[src/rtl/sm_pkg.sv]
// Shared types and width helpers for the sequential stable-matching engine.
package sm_pkg;

    typedef enum logic [1:0] {
        StIdle = 2'd0,
        StRun  = 2'd1,
        StDone = 2'd2
    } sm_state_e;

    // ceil(log2(x)) with a floor of one bit so single-member lists still get an index.
    function automatic int unsigned sm_log2(input int unsigned x);
        int unsigned w;
        w = 1;
        while ((64'd1 << w) < 64'(x)) w++;
        return w;
    endfunction

    // Width of a counter that must hold 0..max_val inclusive.
    function automatic int unsigned sm_cnt_w(input int unsigned max_val);
        return sm_log2(max_val + 1);
    endfunction

endpackage

[src/rtl/stable_matching_seq_if.sv]
// Start/done handshake, preference inputs and match results of the matching engine.
interface stable_matching_seq_if
    import sm_pkg::*;
#(
    parameter int unsigned S        = 10,
    parameter int unsigned R        = 10,
    parameter int unsigned Ks       = 10,
    parameter int unsigned Kr       = 10,
    parameter int unsigned MAX_ITER = S * Ks
);
    localparam int unsigned LogS  = sm_log2(S);
    localparam int unsigned LogR  = sm_log2(R);
    localparam int unsigned IterW = sm_cnt_w(MAX_ITER);

    logic                     start;
    logic [S*Ks*LogR-1:0]     s_pref;
    logic [R*Kr*LogS-1:0]     r_pref;
    logic                     busy;
    logic                     done;
    logic                     timeout;
    logic [R*LogS-1:0]        match_list;
    logic [R-1:0]             r_matched;
    logic [IterW-1:0]         iter_count;

    modport master (
        output start, s_pref, r_pref,
        input  busy, done, timeout, match_list, r_matched, iter_count
    );

    modport slave (
        input  start, s_pref, r_pref,
        output busy, done, timeout, match_list, r_matched, iter_count
    );

endinterface

[src/rtl/sm_rank_lookup.sv]
// Finds where a candidate proposer sits in one receiver's preference row.
module sm_rank_lookup
    import sm_pkg::*;
#(
    parameter int unsigned S  = 10,
    parameter int unsigned Kr = 10
) (
    input  logic [Kr*sm_log2(S)-1:0] row_i,
    input  logic [sm_log2(S)-1:0]    cand_i,
    output logic                     found_o,
    output logic [sm_log2(Kr)-1:0]   rank_o
);
    localparam int unsigned LogS  = sm_log2(S);
    localparam int unsigned LogKr = sm_log2(Kr);

    // Scan from the back so the most preferred (lowest) matching slot wins.
    always_comb begin
        found_o = 1'b0;
        rank_o  = '0;
        for (int j = int'(Kr) - 1; j >= 0; j--) begin
            if (32'(row_i[LogS*j +: LogS]) < S && row_i[LogS*j +: LogS] == cand_i) begin
                found_o = 1'b1;
                rank_o  = LogKr'(j);
            end
        end
    end

endmodule

[src/rtl/stable_matching_seq.sv]
// Gale-Shapley engine evaluating one proposal per clock from latched preference lists.
module stable_matching_seq
    import sm_pkg::*;
#(
    parameter int unsigned S        = 10,
    parameter int unsigned R        = 10,
    parameter int unsigned Ks       = 10,
    parameter int unsigned Kr       = 10,
    parameter int unsigned MAX_ITER = S * Ks
) (
    input logic                 clk,
    input logic                 rst,
    stable_matching_seq_if.slave bus
);
    localparam int unsigned LogS  = sm_log2(S);
    localparam int unsigned LogR  = sm_log2(R);
    localparam int unsigned LogKr = sm_log2(Kr);
    localparam int unsigned PcW   = sm_cnt_w(Ks);
    localparam int unsigned IterW = sm_cnt_w(MAX_ITER);

    sm_state_e              state_q, state_d;
    logic                   busy_q, busy_d, done_q, done_d, timeout_q, timeout_d;
    logic [S*Ks*LogR-1:0]   s_pref_q, s_pref_d;
    logic [R*Kr*LogS-1:0]   r_pref_q, r_pref_d;
    logic [S-1:0][PcW-1:0]  pc_q, pc_d;
    logic [S-1:0]           s_matched_q, s_matched_d;
    logic [R-1:0]           r_matched_q, r_matched_d;
    logic [R-1:0][LogS-1:0] match_q, match_d;
    logic [IterW-1:0]       iter_q, iter_d;

    logic                   any_elig, target_ok, r_taken, accept;
    logic [LogS-1:0]        prop, incumbent;
    logic [LogR-1:0]        target, r_sel;
    logic [Kr*LogS-1:0]     r_row;
    logic                   new_found, inc_found;
    logic [LogKr-1:0]       new_rank, inc_rank;
    int unsigned            entry;

    always_comb begin
        any_elig = 1'b0;
        prop     = '0;
        for (int s = int'(S) - 1; s >= 0; s--) begin
            if (pc_q[s] != '0 && !s_matched_q[s]) begin
                any_elig = 1'b1;
                prop     = LogS'(s);
            end
        end
        // pc counts remaining entries, so Ks - pc is the next list position.
        entry     = (pc_q[prop] == '0) ? 0 : Ks - 32'(pc_q[prop]);
        target    = s_pref_q[LogR*(Ks*32'(prop) + entry) +: LogR];
        target_ok = 32'(target) < R;
        r_sel     = target_ok ? target : '0;
        r_row     = r_pref_q[LogS*Kr*32'(r_sel) +: LogS*Kr];
        incumbent = match_q[r_sel];
        r_taken   = r_matched_q[r_sel];
    end

    sm_rank_lookup #(.S(S), .Kr(Kr)) u_rank_new (
        .row_i   (r_row),
        .cand_i  (prop),
        .found_o (new_found),
        .rank_o  (new_rank)
    );

    sm_rank_lookup #(.S(S), .Kr(Kr)) u_rank_inc (
        .row_i   (r_row),
        .cand_i  (incumbent),
        .found_o (inc_found),
        .rank_o  (inc_rank)
    );

    assign accept = target_ok && new_found && (!r_taken || !inc_found || new_rank < inc_rank);

    always_comb begin
        state_d     = state_q;
        busy_d      = busy_q;
        done_d      = done_q;
        timeout_d   = timeout_q;
        s_pref_d    = s_pref_q;
        r_pref_d    = r_pref_q;
        pc_d        = pc_q;
        s_matched_d = s_matched_q;
        r_matched_d = r_matched_q;
        match_d     = match_q;
        iter_d      = iter_q;
        unique case (state_q)
            StIdle, StDone: begin
                if (bus.start) begin
                    state_d     = StRun;
                    busy_d      = 1'b1;
                    done_d      = 1'b0;
                    timeout_d   = 1'b0;
                    s_pref_d    = bus.s_pref;
                    r_pref_d    = bus.r_pref;
                    pc_d        = {S{PcW'(Ks)}};
                    s_matched_d = '0;
                    r_matched_d = '0;
                    match_d     = '0;
                    iter_d      = '0;
                end
            end
            StRun: begin
                if (!any_elig || iter_q == IterW'(MAX_ITER)) begin
                    state_d   = StDone;
                    busy_d    = 1'b0;
                    done_d    = 1'b1;
                    timeout_d = any_elig;
                end else begin
                    pc_d[prop] = pc_q[prop] - PcW'(1);
                    iter_d     = iter_q + IterW'(1);
                    if (accept) begin
                        // A displaced incumbent keeps its pc and resumes from its next entry.
                        if (r_taken) s_matched_d[incumbent] = 1'b0;
                        match_d[r_sel]     = prop;
                        r_matched_d[r_sel] = 1'b1;
                        s_matched_d[prop]  = 1'b1;
                    end
                end
            end
            default: state_d = StIdle;
        endcase
    end

    always_ff @(posedge clk or posedge rst) begin
        if (rst) begin
            state_q     <= StIdle;
            busy_q      <= 1'b0;
            done_q      <= 1'b0;
            timeout_q   <= 1'b0;
            s_pref_q    <= '0;
            r_pref_q    <= '0;
            pc_q        <= '0;
            s_matched_q <= '0;
            r_matched_q <= '0;
            match_q     <= '0;
            iter_q      <= '0;
        end else begin
            state_q     <= state_d;
            busy_q      <= busy_d;
            done_q      <= done_d;
            timeout_q   <= timeout_d;
            s_pref_q    <= s_pref_d;
            r_pref_q    <= r_pref_d;
            pc_q        <= pc_d;
            s_matched_q <= s_matched_d;
            r_matched_q <= r_matched_d;
            match_q     <= match_d;
            iter_q      <= iter_d;
        end
    end

    assign bus.busy       = busy_q;
    assign bus.done       = done_q;
    assign bus.timeout    = timeout_q;
    assign bus.match_list = match_q;
    assign bus.r_matched  = r_matched_q;
    assign bus.iter_count = iter_q;

endmodule

[src/flat_wrapper.sv]
// flat-port wrapper written by rule: the top's interface ports become plain ports
module stable_matching_seq_flat import sm_pkg::*;
#(
    parameter int unsigned S        = 10,
    parameter int unsigned R        = 10,
    parameter int unsigned Ks       = 10,
    parameter int unsigned Kr       = 10,
    parameter int unsigned MAX_ITER = S * Ks
)
  (clk, rst, bus_start, bus_s_pref, bus_r_pref, bus_busy, bus_done, bus_timeout, bus_match_list, bus_r_matched, bus_iter_count);
  stable_matching_seq_if #(.S(S), .R(R), .Ks(Ks), .Kr(Kr), .MAX_ITER(MAX_ITER)) bus_i ();
  input logic clk;
  input logic rst;
  input wire logic [$bits(bus_i.start)-1:0] bus_start;
  input wire logic [$bits(bus_i.s_pref)-1:0] bus_s_pref;
  input wire logic [$bits(bus_i.r_pref)-1:0] bus_r_pref;
  output wire logic [$bits(bus_i.busy)-1:0] bus_busy;
  output wire logic [$bits(bus_i.done)-1:0] bus_done;
  output wire logic [$bits(bus_i.timeout)-1:0] bus_timeout;
  output wire logic [$bits(bus_i.match_list)-1:0] bus_match_list;
  output wire logic [$bits(bus_i.r_matched)-1:0] bus_r_matched;
  output wire logic [$bits(bus_i.iter_count)-1:0] bus_iter_count;
  assign bus_i.start = bus_start;
  assign bus_i.s_pref = bus_s_pref;
  assign bus_i.r_pref = bus_r_pref;
  assign bus_busy = bus_i.busy;
  assign bus_done = bus_i.done;
  assign bus_timeout = bus_i.timeout;
  assign bus_match_list = bus_i.match_list;
  assign bus_r_matched = bus_i.r_matched;
  assign bus_iter_count = bus_i.iter_count;
  stable_matching_seq #(.S(S), .R(R), .Ks(Ks), .Kr(Kr), .MAX_ITER(MAX_ITER)) u_core (.clk(clk), .rst(rst), .bus(bus_i));
endmodule
[config.mk]
export PLATFORM = sky130hd
export DESIGN_NAME = stable_matching_seq_flat
export DESIGN_NICKNAME = d
export VERILOG_FILES = /design/src/rtl/sm_pkg.sv /design/src/rtl/stable_matching_seq_if.sv /design/src/rtl/sm_rank_lookup.sv /design/src/rtl/stable_matching_seq.sv /design/src/flat_wrapper.sv
export SDC_FILE = /design/constraint.sdc
export NUM_CORES = 2
export LEC_CHECK = 0
export BUFFER_PORTS_ARGS = -buffer_cell sky130_fd_sc_hd__buf_2
export CELL_PAD_IN_SITES_DETAIL_PLACEMENT = 0
export CELL_PAD_IN_SITES_GLOBAL_PLACEMENT = 1
export CORE_AREA = 2 2 335 337
export CTS_BUF_LIST = sky130_fd_sc_hd__clkbuf_4 sky130_fd_sc_hd__clkbuf_8
export CTS_CLUSTER_SIZE = 14
export DETAILED_ROUTE_END_ITERATION = 7
export DIE_AREA = 0 0 337 339
export PLACE_DENSITY_LB_ADDON = 0.1
export SLEW_MARGIN = 25
export SYNTH_ARGS = -nofsm -noshare
export SYNTH_HDL_FRONTEND = slang
export SYNTH_HIERARCHICAL = 1
export SYNTH_SLANG_ARGS = --single-unit
[constraint.sdc]
create_clock -name clk -period 89.2 [get_ports clk]
set_clock_uncertainty 0.15 [all_clocks]
set_input_delay 26.76 -clock clk [delete_from_list [all_inputs] [get_ports clk]]
set_output_delay 26.76 -clock clk [all_outputs]
set_load 0.02 [all_outputs]
==> results.yml <==
logic_synthesis:
  synth_top_area_cell: "dfrtp_1"
  synth_top_family_by_area: "simple AND/OR/NAND/NOR gates"
  ys_seq_area_frac: 0.5083
  synthAdderAreaFrac: 0.005908
  synth.area.top_cells: "dfrtp_1, nand2_1, mux2i_1"
  synth_compound_area_frac: 0.07688
  synth_cell_types: 101
  ys_seq_elements: 912
  syn-num-nets: 6127
  synth_flop_cell: "dfrtp_1"
  synth_xor_xnor_area_share: 0.01053
  synthMuxAreaShare: 0.08661
  synth.cell_area_sq_um: 44900
  synthDominantCellAreaShare: 0.5083
  synth-edff-count: 0
  syn_inst: 5304
  synthArstFlopShare: 1.000
  syn_area_per_cell_sq_um: 8.465
  ys_warn_count: 6
  yosys.area_share.simple: 0.2768
placement:
  placed_cells: 7390
  placed_area_sq_um: 50430
  port_buffers: 862
  hpwl_um: 130800
  gp_congestion: 0.9097
layout:
  drive_gt1_frac: 0.2169
  fin_area_sq_um: 54000
  areaGrowthSynthToFinish_pct: 20.28
  final_nets: 6892
  fin_util: 0.4893
  final_common_cell: "nand2_1"
  fill_cells: 11014
  final_cell_mix: "nand2_1, dfrtp_1, buf_2"
  finalNonFillerCells: 7696
worst_setup_path:
  crit_end: "u_core/s_pref_q[265]$_DFFE_PP0P_"
  r2r_slack_ns: 72.43
  path_common_cell: "buf_4"
  crit_path_end_kind: "flip-flop"
  rr_startpoint: "u_core/pc_q[32]$_DFFE_PP0P_"
  reg2reg_depth: 42
  cp_cell_sequence: "buf_2, nand2b_4, buf_4, buf_4, buf_12, buf_4, nand2_1, nand2_1"
  cp.required_ns: 89.82
  cp.arrival_ns: 31.34
  worst_r2r_endpoint: "u_core/bus.match_list[39]$_DFFE_PP0P_"
  cp_slowest_cell: "buf_4"
  worstPathMaxFanout: 188
  startpoint: "bus_start"
  slowest_delay_ns: 0.92
  startpoint_type: "input pin"
  path_class: "input pin to flip-flop"
timing:
  setup_viol: 0
  rsz0062_at_grt: "no"
  slew_violations: 0
  finalHoldViolations: 0
  period_minus_slack_ns: 30.72
  post-route-period-util: 0.3444
  final.setup.tns_ns: 0
  tightest_slew_ns: 1.099
  max_freq_mhz: 32.55
  slew_headroom: 0.2664
floorplanning:
  rows: 122
  die_height_um: 339
  start_util: 0.4068
  die_area_sq_um: 114200
  fp.coreArea_sq_um: 110400
  die_w_um: 337
  io_pins: 863
routing:
  initialDrtViolationCount: 3478
  first_pass_iters: 6
  drc: 0
  wirelength_um: 179000
  vias_per_cell: 5.251
  vias: 40408
  ant_nets: 0
  routedWlPerCell_um: 23.26
cts:
  numCtsBuffers: 164
  cts_resized: 0
  worstSkewPairLatency_ns: 0.86
  clockBufferDepth: 3
  cts_tree: "yes"
  cts.sinks: 912
  ctsRootBufferMaster: "clkbuf_8"
  cts_setup_buffers: 0
  hold_buffers: 0
  cts.clk_slew.worst_paths_ns: 0.06
  htree_levels: 4
worst_hold_path:
  min_path_type: "flip-flop to flip-flop"
run_status:
  run_status: "completed"
grt:
  grt_max_degree: 189
  grt_util_all_layers: 0.3094
  grt_first_pass_wirelength_um: 262500
  overflow: 0
  first_global_vias: 41023
  antenna_found_initial: 35
job:
  max-cap-violations: 0
cell type report:
type	count	area, sq um	share of cell area
antenna	17	42.54	0.0007877
clock buffer	255	3178	0.05885
clock inverter	33	305.3	0.005653
inverter	68	262.8	0.004866
multi-input combinational	4006	20660	0.3825
sequential	912	22820	0.4226
tap	1488	1862	0.03448
timing repair buffer	917	4873	0.09024
routing by layer:
| metal | wire (um) | vias up | track usage | share of wire |
|---|---|---|---|---|
| met4 | 8688 | 14 | 0.1496 | 0.049 |
| met3 | 10490 | 350 | 0.04885 | 0.059 |
| met2 | 88180 | 1521 | 0.5213 | 0.49 |
| met1 | 71540 | 19613 | 0.3859 | 0.40 |
| li1 | - | 18910 | - | - |
| met5 | 89 | - | 0 | 0.00050 |
how the worst min path moves through the flow:
stage	start	endpoint	slack, ns	cells past startpoint
6_report	u_core/s_pref_q[45]$_DFFE_PP0P_	u_core/s_pref_q[45]$_DFFE_PP0P_	0.32	2
5_1_grt	u_core/s_pref_q[130]$_DFFE_PP0P_	u_core/s_pref_q[130]$_DFFE_PP0P_	0.33	2
4_1_cts	u_core/s_pref_q[246]$_DFFE_PP0P_	u_core/s_pref_q[246]$_DFFE_PP0P_	0.32	2
3_5_place_dp	u_core/s_pref_q[246]$_DFFE_PP0P_	u_core/s_pref_q[246]$_DFFE_PP0P_	0.31	2
3_3_place_gp	u_core/s_pref_q[330]$_DFFE_PP0P_	u_core/s_pref_q[330]$_DFFE_PP0P_	0.30	2
2_1_floorplan	u_core/s_pref_q[330]$_DFFE_PP0P_	u_core/s_pref_q[330]$_DFFE_PP0P_	0.29	2
state kept, by name, indices dropped and copies added, names as in the netlist:
name,count
u_core/r_pref_q,400
u_core/s_pref_q,400
u_core/bus.match_list,40
u_core/pc_q,40
u_core/bus.r_matched,10
u_core/s_matched_q,10
u_core/bus.iter_count,7
u_core/state_q,2
u_core/bus.busy,1
u_core/bus.done,1
u_core/bus.timeout,1
cell usage after synthesis, types with 8 or more instances:
master,count
a21oi_1,81
o221ai_1,14
ha_1,18
buf_2,34
xor2_1,31
a211o_1,8
nor2_1,119
dfrtp_1,912
nand3_1,164
nand2_1,2680
mux2i_1,285
a32oi_1,15
and3_1,18
o211ai_1,12
a32o_1,19
buf_6,8
a22o_1,29
o22ai_1,34
a211oi_1,40
xnor2_1,23
buf_1,34
nor4_1,19
mux2_2,30
and2_1,9
inv_1,63
mux4_2,31
nor3_1,28
o21ai_0,55
a31oi_1,13
a22oi_1,46
clkbuf_1,237
nor2b_1,10
nand2b_1,19
critical path: cells and delay by family:
kind,cells,cell delay (ns)
buf+inv,5,3.30
simple gates,3,0.86
per-stage QoR:
stage | setup WS, ns | hold WS (ns)
floorplan | 36.65 | 0.2869
global placement | 57.72 | 0.3011
detailed placement | 57.71 | 0.3065
CTS | 58.65 | 0.3198
global route | 58.23 | 0.3314
finish | 58.48 | 0.3161
logic make-up after synthesis:
family | after synthesis
flip-flops | 912
AND/OR/NAND/NOR | 3125
buffers and inverters | 386
AO/OA/AOI/OAI | 461
multiplexers | 346
XOR/XNOR | 54
adder cells (fa/ha/maj) | 20
Power is left out: the tool's default activity adds up to more than one toggle a clock period on the data nets, which glitch-free logic cannot reach.
